## config.mk

```make
export PLATFORM = sky130hd
export DESIGN_NAME = uart_rx
export DESIGN_NICKNAME = d
export VERILOG_FILES = /design/src/rtl/uart_defs.sv /design/src/rtl/uart_rx_fifo.sv /design/src/rtl/uart_rx.sv
export SDC_FILE = /design/constraint.sdc
export NUM_CORES = 1
export LEC_CHECK = 0
export ABC_AREA = 1
export CAP_MARGIN = 20
export CORE_ASPECT_RATIO = 0.7
export CORE_MARGIN = 1
export CORE_UTILIZATION = 45
export DETAILED_ROUTE_END_ITERATION = 12
export GPL_TIMING_DRIVEN = 0
export HOLD_SLACK_MARGIN = 0.02
export SYNTH_ARGS = -nofsm -noshare
export SYNTH_HDL_FRONTEND = slang
export SYNTH_SLANG_ARGS = --single-unit
```

## constraint.sdc

```tcl
create_clock -name clk -period 2.9 [get_ports clk]
set_input_delay 0.29 -clock clk [delete_from_list [all_inputs] [get_ports clk]]
set_output_delay 0.29 -clock clk [all_outputs]
set_load 0.1 [all_outputs]
```

## src/rtl/uart_defs.sv

```systemverilog
// Shared UART definitions used by the receiver and the matching transmitter.
// Contents:
//   uart_state_e    - 3-bit FSM state encoding for the serial receiver
//   PAR_EVEN/PAR_ODD - parity select constants
//   CLK_DIV_DEFAULT - default clk cycles per serial bit
package uart_defs;

  typedef enum logic [2:0] {
    ST_IDLE   = 3'd0,
    ST_START  = 3'd1,
    ST_DATA   = 3'd2,
    ST_PARITY = 3'd3,
    ST_STOP   = 3'd4,
    ST_BREAK  = 3'd5
  } uart_state_e;

  localparam int PAR_EVEN        = 0;
  localparam int PAR_ODD         = 1;
  localparam int CLK_DIV_DEFAULT = 16;

endpackage

```

## src/rtl/uart_rx_fifo.sv

```systemverilog
// Receive FIFO for uart_rx: synchronous, show-ahead, DEPTH x WIDTH.
// Ports:
//   clk, reset (async, active-low)
//   push/din  - write request and data; accepted when not full, or when
//               a pop happens in the same cycle
//   pop       - remove head; ignored while empty
//   dout      - current head, forced to 0 while empty
//   full, empty
module uart_rx_fifo #(
  parameter int DEPTH = 4,
  parameter int WIDTH = 8
) (
  input  logic             clk,
  input  logic             reset,
  input  logic             push,
  input  logic             pop,
  input  logic [WIDTH-1:0] din,
  output logic [WIDTH-1:0] dout,
  output logic             full,
  output logic             empty
);

  localparam int AW = $clog2(DEPTH);

  logic [WIDTH-1:0] mem [DEPTH];
  logic [AW-1:0]    wr_ptr;
  logic [AW-1:0]    rd_ptr;
  logic [AW:0]      count;
  logic             do_push;
  logic             do_pop;

  assign empty   = (count == '0);
  assign full    = (count == (AW+1)'(DEPTH));
  assign do_pop  = pop & ~empty;
  // A simultaneous pop frees the slot, so a full FIFO still accepts the push.
  assign do_push = push & (~full | do_pop);

  always_ff @(posedge clk or negedge reset) begin
    if (!reset) begin
      wr_ptr <= '0;
      rd_ptr <= '0;
      count  <= '0;
    end else begin
      if (do_push) wr_ptr <= wr_ptr + 1'b1;
      if (do_pop)  rd_ptr <= rd_ptr + 1'b1;
      case ({do_push, do_pop})
        2'b10:   count <= count + 1'b1;
        2'b01:   count <= count - 1'b1;
        default: count <= count;
      endcase
    end
  end

  always_ff @(posedge clk) begin
    if (do_push) mem[wr_ptr] <= din;
  end

  assign dout = empty ? '0 : mem[rd_ptr];

endmodule

```

## src/rtl/uart_rx.sv

```systemverilog
// Serial receiver: samples an asynchronous 8N1-style line (optional parity),
// reassembles frames LSB first and buffers them in a small show-ahead FIFO.
// Ports:
//   clk, reset (async, active-low)
//   ser_rxd    - serial line, idle high, asynchronous to clk
//   rd_en      - pop FIFO head (ignored while rx_valid=0)
//   rx_data    - FIFO head, 0 when empty
//   rx_valid   - FIFO not empty
//   frame_err  - 1-cycle pulse, stop bit sampled low
//   parity_err - 1-cycle pulse, parity mismatch on an otherwise good frame
//   overrun    - 1-cycle pulse, good byte dropped because the FIFO was full
//   busy       - receiver FSM not idle
module uart_rx
  import uart_defs::*;
#(
  parameter int CLK_DIV    = CLK_DIV_DEFAULT,
  parameter int DATA_BITS  = 8,
  parameter int PARITY_EN  = 0,
  parameter int PARITY_ODD = PAR_EVEN,
  parameter int FIFO_DEPTH = 4
) (
  input  logic                 clk,
  input  logic                 reset,
  input  logic                 ser_rxd,
  input  logic                 rd_en,
  output logic [DATA_BITS-1:0] rx_data,
  output logic                 rx_valid,
  output logic                 frame_err,
  output logic                 parity_err,
  output logic                 overrun,
  output logic                 busy
);

  localparam int TW = $clog2(CLK_DIV);
  localparam int BW = $clog2(DATA_BITS);
  localparam logic [TW-1:0] HALF_LAST = TW'(CLK_DIV/2 - 1);
  localparam logic [TW-1:0] FULL_LAST = TW'(CLK_DIV - 1);
  localparam logic [BW-1:0] BIT_LAST  = BW'(DATA_BITS - 1);

  function automatic logic parity_bad(input logic [DATA_BITS-1:0] d, input logic p);
    // Total ones over data+parity must be odd for odd parity, even otherwise.
    return (^{d, p}) != (PARITY_ODD != 0);
  endfunction

  uart_state_e          state, state_nxt;
  logic [TW-1:0]        timer, timer_nxt;
  logic [BW-1:0]        bit_cnt, bit_cnt_nxt;
  logic [DATA_BITS-1:0] shreg, shreg_nxt;
  logic                 par_bad, par_bad_nxt;
  logic                 rxd_meta, rxd_s;
  logic                 push;
  logic                 fifo_full, fifo_empty;

  // Input synchronizer; resets to the idle line level so reset never looks like a start bit.
  always_ff @(posedge clk or negedge reset) begin
    if (!reset) begin
      rxd_meta <= 1'b1;
      rxd_s    <= 1'b1;
    end else begin
      rxd_meta <= ser_rxd;
      rxd_s    <= rxd_meta;
    end
  end

  always_ff @(posedge clk or negedge reset) begin
    if (!reset) begin
      state   <= ST_IDLE;
      timer   <= '0;
      bit_cnt <= '0;
      par_bad <= 1'b0;
    end else begin
      state   <= state_nxt;
      timer   <= timer_nxt;
      bit_cnt <= bit_cnt_nxt;
      par_bad <= par_bad_nxt;
    end
  end

  always_ff @(posedge clk) begin
    shreg <= shreg_nxt;
  end

  always_comb begin
    state_nxt   = state;
    timer_nxt   = timer + 1'b1;
    bit_cnt_nxt = bit_cnt;
    shreg_nxt   = shreg;
    par_bad_nxt = par_bad;
    push        = 1'b0;
    frame_err   = 1'b0;
    parity_err  = 1'b0;
    case (state)
      ST_IDLE: begin
        timer_nxt   = '0;
        bit_cnt_nxt = '0;
        par_bad_nxt = 1'b0;
        if (!rxd_s) state_nxt = ST_START;
      end
      ST_START: begin
        // Half a bit after the falling edge: still low means a real start bit.
        if (timer == HALF_LAST) begin
          timer_nxt = '0;
          state_nxt = rxd_s ? ST_IDLE : ST_DATA;
        end
      end
      ST_DATA: begin
        if (timer == FULL_LAST) begin
          timer_nxt = '0;
          shreg_nxt = {rxd_s, shreg[DATA_BITS-1:1]};
          if (bit_cnt == BIT_LAST) begin
            bit_cnt_nxt = '0;
            state_nxt   = (PARITY_EN != 0) ? ST_PARITY : ST_STOP;
          end else begin
            bit_cnt_nxt = bit_cnt + 1'b1;
          end
        end
      end
      ST_PARITY: begin
        if (timer == FULL_LAST) begin
          timer_nxt   = '0;
          par_bad_nxt = parity_bad(shreg, rxd_s);
          state_nxt   = ST_STOP;
        end
      end
      ST_STOP: begin
        if (timer == FULL_LAST) begin
          timer_nxt = '0;
          if (rxd_s) begin
            parity_err = par_bad;
            push       = ~par_bad;
            state_nxt  = ST_IDLE;
          end else begin
            // A framing error hides any parity result for the same frame.
            frame_err = 1'b1;
            state_nxt = ST_BREAK;
          end
        end
      end
      ST_BREAK: begin
        timer_nxt = '0;
        if (rxd_s) state_nxt = ST_IDLE;
      end
      default: begin
        timer_nxt = '0;
        state_nxt = ST_IDLE;
      end
    endcase
  end

  uart_rx_fifo #(
    .DEPTH (FIFO_DEPTH),
    .WIDTH (DATA_BITS)
  ) u_fifo (
    .clk   (clk),
    .reset (reset),
    .push  (push),
    .pop   (rd_en),
    .din   (shreg),
    .dout  (rx_data),
    .full  (fifo_full),
    .empty (fifo_empty)
  );

  assign rx_valid = ~fifo_empty;
  // When full, rd_en always pops (rx_valid=1), which makes room for the push.
  assign overrun  = push & fifo_full & ~rd_en;
  assign busy     = (state != ST_IDLE);

endmodule

```

==> results.tsv <==
metric	value	unit
setup_violations	0	
drt_iter0_markers	70	
start_util	47.6	%
outcome	finished, final reports clean	
syn_inst	280	
yosysMostFrequentCell	nor2_1	
ys_top_cells_by_count	nor2_1 (51), nand2_1 (49), edfxtp_1 (40)	
maxCapViolCount	0	
dieArea	0.00650	mm2
synth_top_area_share	43.2	%
grt_pass1_vias	1899	
h-tree-depth	3	
cp_cell_sequence	ha_1 > nand2_1 > clkinv_1 > nand2_2 > nor4_2 > dlygate4sd2_1	
power_density	1070	mW/mm2
antenna_found_initial	0	
hp-class	primary input to register	
ir_drop	0.439	mV
cts_buffers	9	
worst_clock_skew	0.0101	ns
overflow	0	
slew_violations	0	
fmax	377	MHz
boundaryPins	17	
ys.warnings.count	0	
grt_pass1_wl	8.84	mm
via_per_inst	4.88	
path_max_fanout	7	
cts_tree	yes	
clk_pin_slew_worst_paths	0.07	ns
critPathLaunchType	register	
internal-power	1.79	mW
pwr-share-seq	30.1	%
ys_top_cells_by_area	edfxtp_1 (43%), dfrtp_1 (16%), nor2_1 (6.9%)	
io_buffers	16	
critPathArrivalTime	2.37	ns
p_clk_share	22.9	%
synth_nets	293	
maxSlewHeadroom	34.9	%
yosysSeqAreaShare	61.3	%
vias	1888	
row_count	23	
clkSinkCount	60	
grt_max_degree	21	
hold_viol	0	
fp.dieH	67.8	um
post-cts-setup-buffer-count	0	
slowest_delay	0.88	ns
cts-root-buf	clkbuf_8	
synthAdderAreaFrac	4.32	%
fillers	527	
synth_area_leader_cell	edfxtp_1	
muxShareOfSynthArea	0	%
period_share	91.6	%
coreArea	0.00584	mm2
synthArstFlopShare	33.3	%
critPathKind	register to primary output	
ys_ff_latch	60	
p_comb_share	47.0	%
synth-edff-count	40	
endpoint_kind	primary output	
area_growth	15.7	%
routedWlPerCell	13.2	um
sw_frac_of_total	48.1	%
antenna_left	0	
drcViolationCount	0	
synthSimpleGateAreaFrac	19.1	%
grt.total_usage	19.3	%
dp_hpwl	3.56	mm
cts_hold_buf	0	
insertion_delay	0.34	ns
worst_pin_slew	0.975	ns
antenna_cells	0	
synthesis.area	0.00278	mm2
drive_above_1_share	14.4	%
p_leak	1.42	nW
place_congestion	0.762	
critPathBufInv	2	
synth_area_per_cell	9.93	um2
finalWirelength	5.11	mm
p_sw	1.66	mW
synth_flop_cell	edfxtp_1	
min_period	2.66	ns
clock_path_buffers	2	
die_x	95.9	um
synth_top_family_by_area	simple AND/OR/NAND/NOR gates	
layout.nets	320	
synth_compound_area_share	7.70	%
path_delay_family	buffers and inverters	
ys_types	28	
total_power	3.45	mW
required	2.61	ns
slowest_stage	dlygate4sd2_1	
drt_pass1_iterations	4	
rsz0062_at_grt	false	
synth_xor_area_share	1.89	%
whs	0.350	ns
## worst paths after layout
kind,start,endpoint,slack (ns),cells past startpoint
worst max-delay path,timer[0],overrun,0.24,6
worst min-delay path,ser_rxd,rxd_meta,0.35,1
worst max register to register,timer[0],u_fifo.count[2],0.54,12
worst min register to register,rxd_meta,rxd_s,0.36,0
max in group asynchronous,reset,u_fifo.rd_ptr[1],1.87,1
min in group asynchronous,reset,state[1],0.46,1
## cells in the final DEF, fill, tap and decap left out, drive strengths merged
master	n
nor2	54
ha	8
dlygate4sd2	1
fa	1
o21ai	26
xor2	5
bufinv	2
edfxtp	40
a21oi	13
inv	35
nand3b	1
clkinv	6
dfrtp	18
clkbuf	19
buf	3
nor4	1
nand2	54
dfstp	2
xnor2	1
clkdlybuf4s50	5
dlymetal6s2s	2
nor3	3
nand3	12
## per-layer routing
metal  vias to the layer above  global-route usage (%)  share of wire (%)  routed length, um
li1                        969                       -                  -                  -
met1                       882                    26.2                 51               2610
met2                        32                    28.6                 43               2220
met3                         5                    7.55                4.9                248
met4                         0                    6.34               0.68                 35
met5                         -                       0                  0                  0
## layout make-up
class	count	area, um2	share of cell area (%)
Sequential cell	60	1700	53.0
Multi-Input combinational cell	179	930	28.9
Inverter	37	139	4.32
Clock buffer	10	128	3.97
Timing Repair Buffer	16	124	3.85
Tap cell	75	93.8	2.92
Clock inverter	6	78.8	2.45
Buffer	4	18.8	0.584
## cell families (layout without fill, tap and decap cells)
group	Yosys count	after routing
adder cells (fa/ha/maj)	9	9
AO/OA/AOI/OAI	39	39
flip-flops	60	60
XOR/XNOR	6	6
AND/OR/NAND/NOR	125	125
buffers and inverters	41	73
## power by group through the flow
stage	registers (mW)	logic, mW	clock network (mW)
floorplan	1.04	1.36	0
global placement	1.05	1.69	0
detailed placement	1.06	1.71	0
CTS	1.04	1.65	0.810
global route	1.05	1.75	0.849
finish	1.04	1.62	0.790
## sequential cells by signal (all words and copies together), names as in the netlist
name and cells:
u_fifo.count 3, bit_cnt 3, u_fifo.rd_ptr 2, par_bad 1, rxd_s 1, shreg 8
timer 4, state 3, rxd_meta 1, u_fifo.wr_ptr 2, u_fifo.mem 32
## through the flow
stage | cell area (um2) | setup TNS [ns] | setup slack, ns | std cells | utilization (%)
after floorplan | 2790 | -1.36 | -0.170 | 280 | -
after global placement | 3050 | 0 | 0.0861 | 371 | 52.1
after detailed placement | 3050 | 0 | 0.0958 | 371 | 52.1
after CTS | 3240 | 0 | 0.0136 | 387 | 55.5
after global routing | 3220 | 0 | 0.0531 | 387 | 55.0
final | 3220 | 0 | 0.244 | 387 | 55.0
## what timing repair did
item / CTS / global route
endpoints found under the setup margin: 9 / 10
gates cloned: 0 / 0
resized for setup: 9 / 18
(Power assumes the default switching activity.)
